## config.mk

```make
export PLATFORM = sky130hd
export DESIGN_NAME = instr_encoder
export DESIGN_NICKNAME = d
export VERILOG_FILES = /design/src/rtl/instr_encoder.sv
export SDC_FILE = /design/constraint.sdc
export NUM_CORES = 1
export LEC_CHECK = 0
export BUFFER_PORTS_ARGS = -buffer_cell sky130_fd_sc_hd__buf_2
export CELL_PAD_IN_SITES_DETAIL_PLACEMENT = 1
export CELL_PAD_IN_SITES_GLOBAL_PLACEMENT = 1
export CORE_MARGIN = 10
export CORE_UTILIZATION = 38
export CTS_BUF_LIST = sky130_fd_sc_hd__clkbuf_8
export DETAILED_ROUTE_END_ITERATION = 10
export PLACE_DENSITY = 0.85
export SETUP_SLACK_MARGIN = 0.15
export SYNTH_ARGS = -nofsm -noshare
export SYNTH_HDL_FRONTEND = slang
export SYNTH_SLANG_ARGS = --single-unit
```

## constraint.sdc

```tcl
create_clock -name clk -period 3.9 [get_ports clk]
set_input_delay 0.78 -clock clk [delete_from_list [all_inputs] [get_ports clk]]
set_output_delay 0.78 -clock clk [all_outputs]
set_load 0.03 [all_outputs]
```

## src/rtl/instr_encoder.sv

```systemverilog
// instr_encoder: program loader for the 16-bit RISC core.
// Takes symbolic instruction fields on a valid/ready stream, packs each
// bundle into a 16-bit word and writes the words to imem at consecutive
// addresses starting at BASE_ADDR.
//
// Ports
//   clk, reset           clock, synchronous active-high reset
//   start                pulse: begin a load session (honoured in IDLE/DONE)
//   in_valid/in_ready    field bundle handshake
//   in_kind              0 = R-type (ALU), 1 = I-type/other
//   in_aluop             R-type ALU op
//   in_opcode            I-type raw opcode
//   in_rd/in_rs/in_rt    register numbers
//   in_imm               I-type signed immediate
//   in_last              final bundle of the program
//   mem_we/addr/wdata    imem write request, held until mem_ack
//   mem_ack              imem took the write this cycle
//   busy                 session in RUN or DRAIN
//   done                 one-cycle pulse after the last word is acknowledged
//   err_illegal          sticky: an illegal bundle was dropped
//   err_overflow         sticky: a write past DEPTH was dropped
//   word_count           words acknowledged this session
module instr_encoder #(
  parameter int ADDR_W    = 8,
  parameter int BASE_ADDR = 0,
  parameter int DEPTH     = 256
) (
  input  logic              clk,
  input  logic              reset,
  input  logic              start,
  input  logic              in_valid,
  output logic              in_ready,
  input  logic              in_kind,
  input  logic [2:0]        in_aluop,
  input  logic [3:0]        in_opcode,
  input  logic [2:0]        in_rd,
  input  logic [2:0]        in_rs,
  input  logic [2:0]        in_rt,
  input  logic [15:0]       in_imm,
  input  logic              in_last,
  output logic              mem_we,
  output logic [ADDR_W-1:0] mem_addr,
  output logic [15:0]       mem_wdata,
  input  logic              mem_ack,
  output logic              busy,
  output logic              done,
  output logic              err_illegal,
  output logic              err_overflow,
  output logic [ADDR_W:0]   word_count
);

  localparam logic [ADDR_W:0]   depth_c = (ADDR_W+1)'(DEPTH);
  localparam logic [ADDR_W-1:0] base_c  = ADDR_W'(BASE_ADDR);
  localparam logic [ADDR_W-1:0] last_c  = ADDR_W'(BASE_ADDR + DEPTH - 1);

  typedef enum logic [1:0] {IDLE, RUN, DRAIN, DONE} state_t;

  // Instruction word layout shared by both classes; tail is rt+000 or imm[5:0].
  typedef struct packed {
    logic [3:0] opc;
    logic [2:0] rd;
    logic [2:0] rs;
    logic [5:0] tail;
  } iword_t;

  state_t state, state_nx;
  iword_t word;
  logic   accept, ack, legal, room, do_write, sess_start, drain_ok;

  assign accept     = in_valid && in_ready;
  assign ack        = mem_we && mem_ack;
  assign sess_start = start && (state == IDLE || state == DONE);
  assign drain_ok   = !mem_we || mem_ack;

  // Immediate fits the 6-bit field when bits 15:5 are a pure sign extension.
  assign legal = !in_kind ||
                 (!in_opcode[3] && ((&in_imm[15:5]) || !(|in_imm[15:5])));

  // A pending write (acked this cycle or not) already owns a slot, so it
  // counts against DEPTH when deciding whether this bundle may write.
  assign room     = (word_count + {{ADDR_W{1'b0}}, mem_we}) < depth_c;
  assign do_write = accept && legal && room;

  always_comb begin
    word = '0;
    if (!in_kind) word = '{opc: {1'b1, in_aluop}, rd: in_rd, rs: in_rs, tail: {in_rt, 3'b000}};
    else          word = '{opc: in_opcode,        rd: in_rd, rs: in_rs, tail: in_imm[5:0]};
  end

  // state register
  always_ff @(posedge clk) begin
    if (reset) state <= IDLE;
    else       state <= state_nx;
  end

  // next state
  always_comb begin
    state_nx = state;
    case (state)
      IDLE:    if (start) state_nx = RUN;
      RUN:     if (accept && in_last) state_nx = DRAIN;
      DRAIN:   if (drain_ok) state_nx = DONE;
      DONE:    if (start) state_nx = RUN;
      default: state_nx = IDLE;
    endcase
  end

  // outputs decoded from state
  always_comb begin
    in_ready = (state == RUN) && (!mem_we || mem_ack);
    busy     = (state == RUN) || (state == DRAIN);
  end

  // write port, counters and status
  always_ff @(posedge clk) begin
    if (reset) begin
      mem_we       <= 1'b0;
      mem_addr     <= base_c;
      mem_wdata    <= '0;
      done         <= 1'b0;
      err_illegal  <= 1'b0;
      err_overflow <= 1'b0;
      word_count   <= '0;
    end else begin
      done <= (state == DRAIN) && drain_ok;
      if (sess_start) begin
        mem_we       <= 1'b0;
        mem_addr     <= base_c;
        err_illegal  <= 1'b0;
        err_overflow <= 1'b0;
        word_count   <= '0;
      end else begin
        if (ack) begin
          word_count <= word_count + 1'b1;
          // Saturate at the top of the window; no further writes can be
          // issued once the window is full.
          if (mem_addr != last_c) mem_addr <= mem_addr + 1'b1;
        end
        if (do_write) begin
          mem_we    <= 1'b1;
          mem_wdata <= word;
        end else if (ack) begin
          mem_we <= 1'b0;
        end
        if (accept && !legal)         err_illegal  <= 1'b1;
        if (accept && legal && !room) err_overflow <= 1'b1;
      end
    end
  end

endmodule

```

Word-level counts from Yosys, hierarchy flattened --
Index checks and enable logic that the tools add are counted.
Storage, ports and cells: register bits 39, bits in latches 0, bits in writable memories 0, memory bits (read-only) 0, input bits 39, output and inout bits 39, word-level logic and storage cells 58, memories kept 0
Operators by class: $add $sub $neg 3, $mul 0, div/mod/pow operators 0, $lt $le $gt $ge 1, equal/unequal tests 7, shift-type cells 0, muxes and demuxes 7, bitwise operators 1, reductions and logical operators 31
Operator list (number):
- 16-bit 2-to-1 mux | 1
- 1-bit logical AND | 11
- 11-bit AND reduction | 1
- 11-bit OR reduction | 1
- 9-bit by 1-bit adder with 9-bit output | 1
- 9-bit by 1-bit adder with 9-bit output (second input constant) | 1
- 9-bit less-than comparator (second input constant) | 1
- 8-bit by 1-bit adder with 8-bit output (second input constant) | 1
- 8-bit inequality test (second input constant) | 1
- 1-bit logical NOT | 6
- 2-bit 2-to-1 mux | 3
- 2-bit case mux with 3 select lines | 1
- 1-bit logical OR | 5
- 2-bit == test (second input constant) | 2
- 2-bit inequality test (second input constant) | 2
- 2-bit AND reduction | 2
- 2-bit OR reduction | 2
- 3-bit AND reduction | 1
- 2-bit by 1-bit == test with 1-bit output (second input constant) | 1
- 2-bit logical NOT | 1
- 1-bit 2-to-1 mux | 2
- 2-bit by 1-bit inequality test with 1-bit output (second input constant) | 1
- 2-bit nonzero test | 1
- 1-bit NOT | 1

Longest topological paths before layout --
depth in word-level cells 8, depth in mapped cells 7, mapped depth without buffers 7

Worst setup path before layout --
OpenSTA, ideal clock, no wires.
path type input to output, from input mem_ack, to output in_ready, arrival 1.243 ns, required time 3.120 ns, path slack 1.877 ns, cell stages on the path 2, buffers on the path 0, cell sequence nand2b_1 -> and2_1
On the way: word-level cells in the longest chain between the ends 2
RTL lines:
- start, declared | RTL line 44 | input logic mem_ack,
- 1-bit logical OR | RTL line 110 | in_ready = (state == RUN) && (!mem_we || mem_ack);
- 1-bit logical AND | RTL line 110
- end, declared | RTL line 32 | output logic in_ready,
No other way between the ends.

Worst setup path in the final report --
Ends and elaborated chain as after synthesis.

==> flow_metrics.env <==
export IMPL_rsz0062_at_grt="false"
export IMPL_detailed_place_hpwl_um=4250
export IMPL_worstPathCellList="buf_2, nand2b_1, and2_1, buf_2"
export IMPL_grtUsageMet1_pct=16.7
export IMPL_grt_pass1_vias=1811
export IMPL_ctsRootBufferMaster="sky130_fd_sc_hd__clkbuf_8"
export IMPL_grt_use_total_pct=14.2
export IMPL_power_density_cell_area_nw_per_um2=431
export IMPL_synth_ff_latch_count=39
export IMPL_clock_skew_final_ps=5.47
export IMPL_globalplace_congestion=0.753
export IMPL_yosysSeqAreaShare_pct=43.4
export IMPL_antenna_cells_inserted=0
export IMPL_top_level_ports=78
export IMPL_routed_wirelength_um=5460
export IMPL_fmax_ghz=0.446
export IMPL_grt_start_max_net_pins=21
export IMPL_worstPathBufferInverterCount=2
export IMPL_vias_per_cell=5.38
export IMPL_power_leakage_nw=1.01
export IMPL_number_of_detailed_routing_iterations_run_before_antenna_repair=4
export IMPL_netSwitchingPower_mw=0.349
export IMPL_initial_core_util_pct=40.2
export IMPL_die_height_um=88.8
export IMPL_die_x_um=88.8
export IMPL_post_route_cells_drive_above_1_share_pct=33.0
export IMPL_cts_post_setup_buffers_inserted=0
export IMPL_wl_per_cell_um=16.6
export IMPL_h_tree_depth=2
export IMPL_timing_critical_path_slowest_cell_delay_ps=210
export IMPL_syn_mean_instance_area_um2=8.87
export IMPL_switching_share_pct=35.7
export IMPL_critical_path_class="input pin to output port"
export IMPL_grt_pass1_wl_um=8960
export IMPL_io_buffers=77
export IMPL_run_status="finished, final reports clean"
export IMPL_first_drt_iteration_drcs=103
export IMPL_worstSetupEndpointType="output port"
export IMPL_reg2reg_setup_slack_ps=1790
export IMPL_drt_drc_violations_left=0
export IMPL_syn_area_um2=1800
export IMPL_slew_violations=0
export IMPL_p_int_mw=0.629
export IMPL_cpMaxStageDelayCell="sky130_fd_sc_hd__nand2b_1"
export IMPL_postSynthNetCount=246
export IMPL_combPwrFrac_pct=30.1
export IMPL_die_area_um2=7890
export IMPL_antenna_violating_nets_post_route=0
export IMPL_finalPower_mw=0.979
export IMPL_row_count=24
export IMPL_maxCapViolations=0
export IMPL_setup_viol=0
export IMPL_cts_resized=0
export IMPL_sequential_fraction_of_design_power_pct=44.8
export IMPL_grtUsageMet2_pct=24.2
export IMPL_met3_track_utilization_from_global_routing_pct=3.77
export IMPL_clkSlewWorstSetupHoldPaths_ps=70
export IMPL_cts_hold_fix_buffers=0
export IMPL_tritoncts="built"
export IMPL_power_share_clock_pct=25.2
export IMPL_cp_max_fo=6
export IMPL_core_area_um2=4470
export IMPL_nFillCells=558
export IMPL_max_slew_margin_rel_pct=47.7
export IMPL_antenna_found_initial=0
export IMPL_synthesis_instances=203
export IMPL_synth_lib_cells_used_distinct=41
export IMPL_synth_async_sr_flop_share_pct=0
export IMPL_synth_edff_count=0
export IMPL_postLayoutSetupSlackWorst_ps=1660
export IMPL_worst_endpoint_required_ps=3120
export IMPL_numClockSinks=39
export IMPL_tightest_slew_ps=784
export IMPL_vias=1766
export IMPL_multi_input_comb_area_um2=940
export IMPL_max_vdd_ir_drop_v=0.000169
export IMPL_hold_violations=0
export IMPL_setup_tns_final_ps=0
export IMPL_grt_ovfl_total=0
export IMPL_worst_setup_path_start_kind="input pin"
export IMPL_hold_path_class="flop to flop"
export IMPL_nNetsFinal=320
export IMPL_synth_area_leader="sky130_fd_sc_hd__dfxtp_1"
export IMPL_yosysWarnings=0
export IMPL_clockBufferDepth=2
export IMPL_final_period_utilization_pct=57.5
export IMPL_synth_ff_type="sky130_fd_sc_hd__dfxtp_1"
export IMPL_cts_buffers=5
export IMPL_cell_occurring_most_often_along_the_worst_timing_path="sky130_fd_sc_hd__buf_2"
export IMPL_worstSkewPairLatency_ps=290
export IMPL_regArea_um2=781
export IMPL_crit_path_dat_ps=1460
export IMPL_synthDominantCellAreaShare_pct=43.4
export IMPL_setup_ws_pre_cts_ps=1490
export IMPL_synthToLayoutAreaGrowth_pct=26.3
export IMPL_grt_busiest_layer="met2"
export IMPL_crit_family="simple AND/OR/NAND/NOR gates"
export IMPL_synth_top_cells_by_area="sky130_fd_sc_hd__dfxtp_1 (43%), sky130_fd_sc_hd__a21oi_1 (5.3%), sky130_fd_sc_hd__nor2_1 (5.2%)"
export IMPL_post_route_min_period_ps=2240
-- through the flow --
| stage | utilization, % | std cells | area [um^2] | hold slack [ps] |
|---|---|---|---|---|
| after floorplan | - | 203 | 1800 | 494 |
| after global placement | 49.2 | 322 | 2200 | 452 |
| after detailed placement | 49.2 | 322 | 2200 | 456 |
| after CTS | 50.8 | 328 | 2270 | 474 |
| after global routing | 50.8 | 328 | 2270 | 501 |
| final | 50.8 | 328 | 2270 | 467 |
-- power groups by stage --
stage	combinational, mW	clock (mW)	sequential (mW)
detailed placement	0.296	0	0.448
floorplan	0.177	0	0.481
finish	0.294	0.246	0.438
global placement	0.290	0	0.447
global route	0.328	0.273	0.442
CTS	0.297	0.256	0.438
-- registers in the layout, summed over array words and instances, names as in the netlist --
signal and cells:
mem_wdata 16, word_count 9, err_illegal 1, mem_we 1, err_overflow 1, done 1
state 2, mem_addr 8
-- logic make-up after synthesis --
family / synth area share (%)
buffers and inverters: 4.45
adders and majority gates: 2.78
muxes: 4.45
and+or+nand+nor: 20.9
DFF: 43.4
xor gates and xnor gates: 6.81
AOI/OAI and AO/OA: 17.2
-- layout make-up --
| type | instances | share of cell area [%] |
|---|---|---|
| inverters | 8 | 1.32 |
| clock buffers | 5 | 3.03 |
| flip-flops and latches | 39 | 34.3 |
| well taps | 52 | 2.86 |
| clock inverters | 1 | 0.165 |
| repair buffers | 77 | 17.0 |
| multi-input cells | 146 | 41.3 |
-- final timing paths --
kind / cells after the start / start / to
worst max register to register: 5 / state[0] / mem_addr[5]
worst max-delay path: 4 / mem_ack / in_ready
worst min-delay path: 2 / err_overflow / err_overflow
worst min register to register: 2 / err_overflow / err_overflow
-- per-layer routing --
layer	vias up	part of all wire, %
li1	869	-
met3	4	6.7
met4	0	1.1
met1	849	43
met2	44	49
met5	-	0
-- cell usage in the layout (no fill, tap or decap), drive strengths merged, types with 2 or more instances in the layout --
cell / n
xor2: 6
buf: 77
nand3: 8
xnor2: 8
nor2: 26
and3: 5
mux2i: 8
dfxtp: 39
nand4: 11
clkbuf: 5
and2: 3
o31ai: 2
nor3: 2
nor4: 3
nand2b: 2
o21ai: 11
inv: 9
nand2: 8
ha: 4
a21oi: 20
a211oi: 7
-- worst register-to-register path, delay by kind of cell (launching register included) --
kind	cells	cell delay [ps]
flops	1	330
compound gates	1	270
simple gates	2	1030
fa+ha+maj	1	340
buf+inv	1	60
-- cells in the mapped netlist, types with 2 or more instances --
master,count
sky130_fd_sc_hd__o21ai_0,10
sky130_fd_sc_hd__ha_1,4
sky130_fd_sc_hd__a211oi_1,7
sky130_fd_sc_hd__xnor2_1,8
sky130_fd_sc_hd__and3_1,5
sky130_fd_sc_hd__and2_1,3
sky130_fd_sc_hd__dfxtp_1,39
sky130_fd_sc_hd__nor3_1,2
sky130_fd_sc_hd__mux2i_1,8
sky130_fd_sc_hd__inv_1,8
sky130_fd_sc_hd__nor4_1,3
sky130_fd_sc_hd__clkbuf_1,6
sky130_fd_sc_hd__nand2_1,8
sky130_fd_sc_hd__nor2_1,25
sky130_fd_sc_hd__nand4_1,10
sky130_fd_sc_hd__a21oi_1,19
sky130_fd_sc_hd__xor2_1,6
sky130_fd_sc_hd__nand3_1,8
sky130_fd_sc_hd__nand2b_1,2
Power figures use the tool's default switching activity.
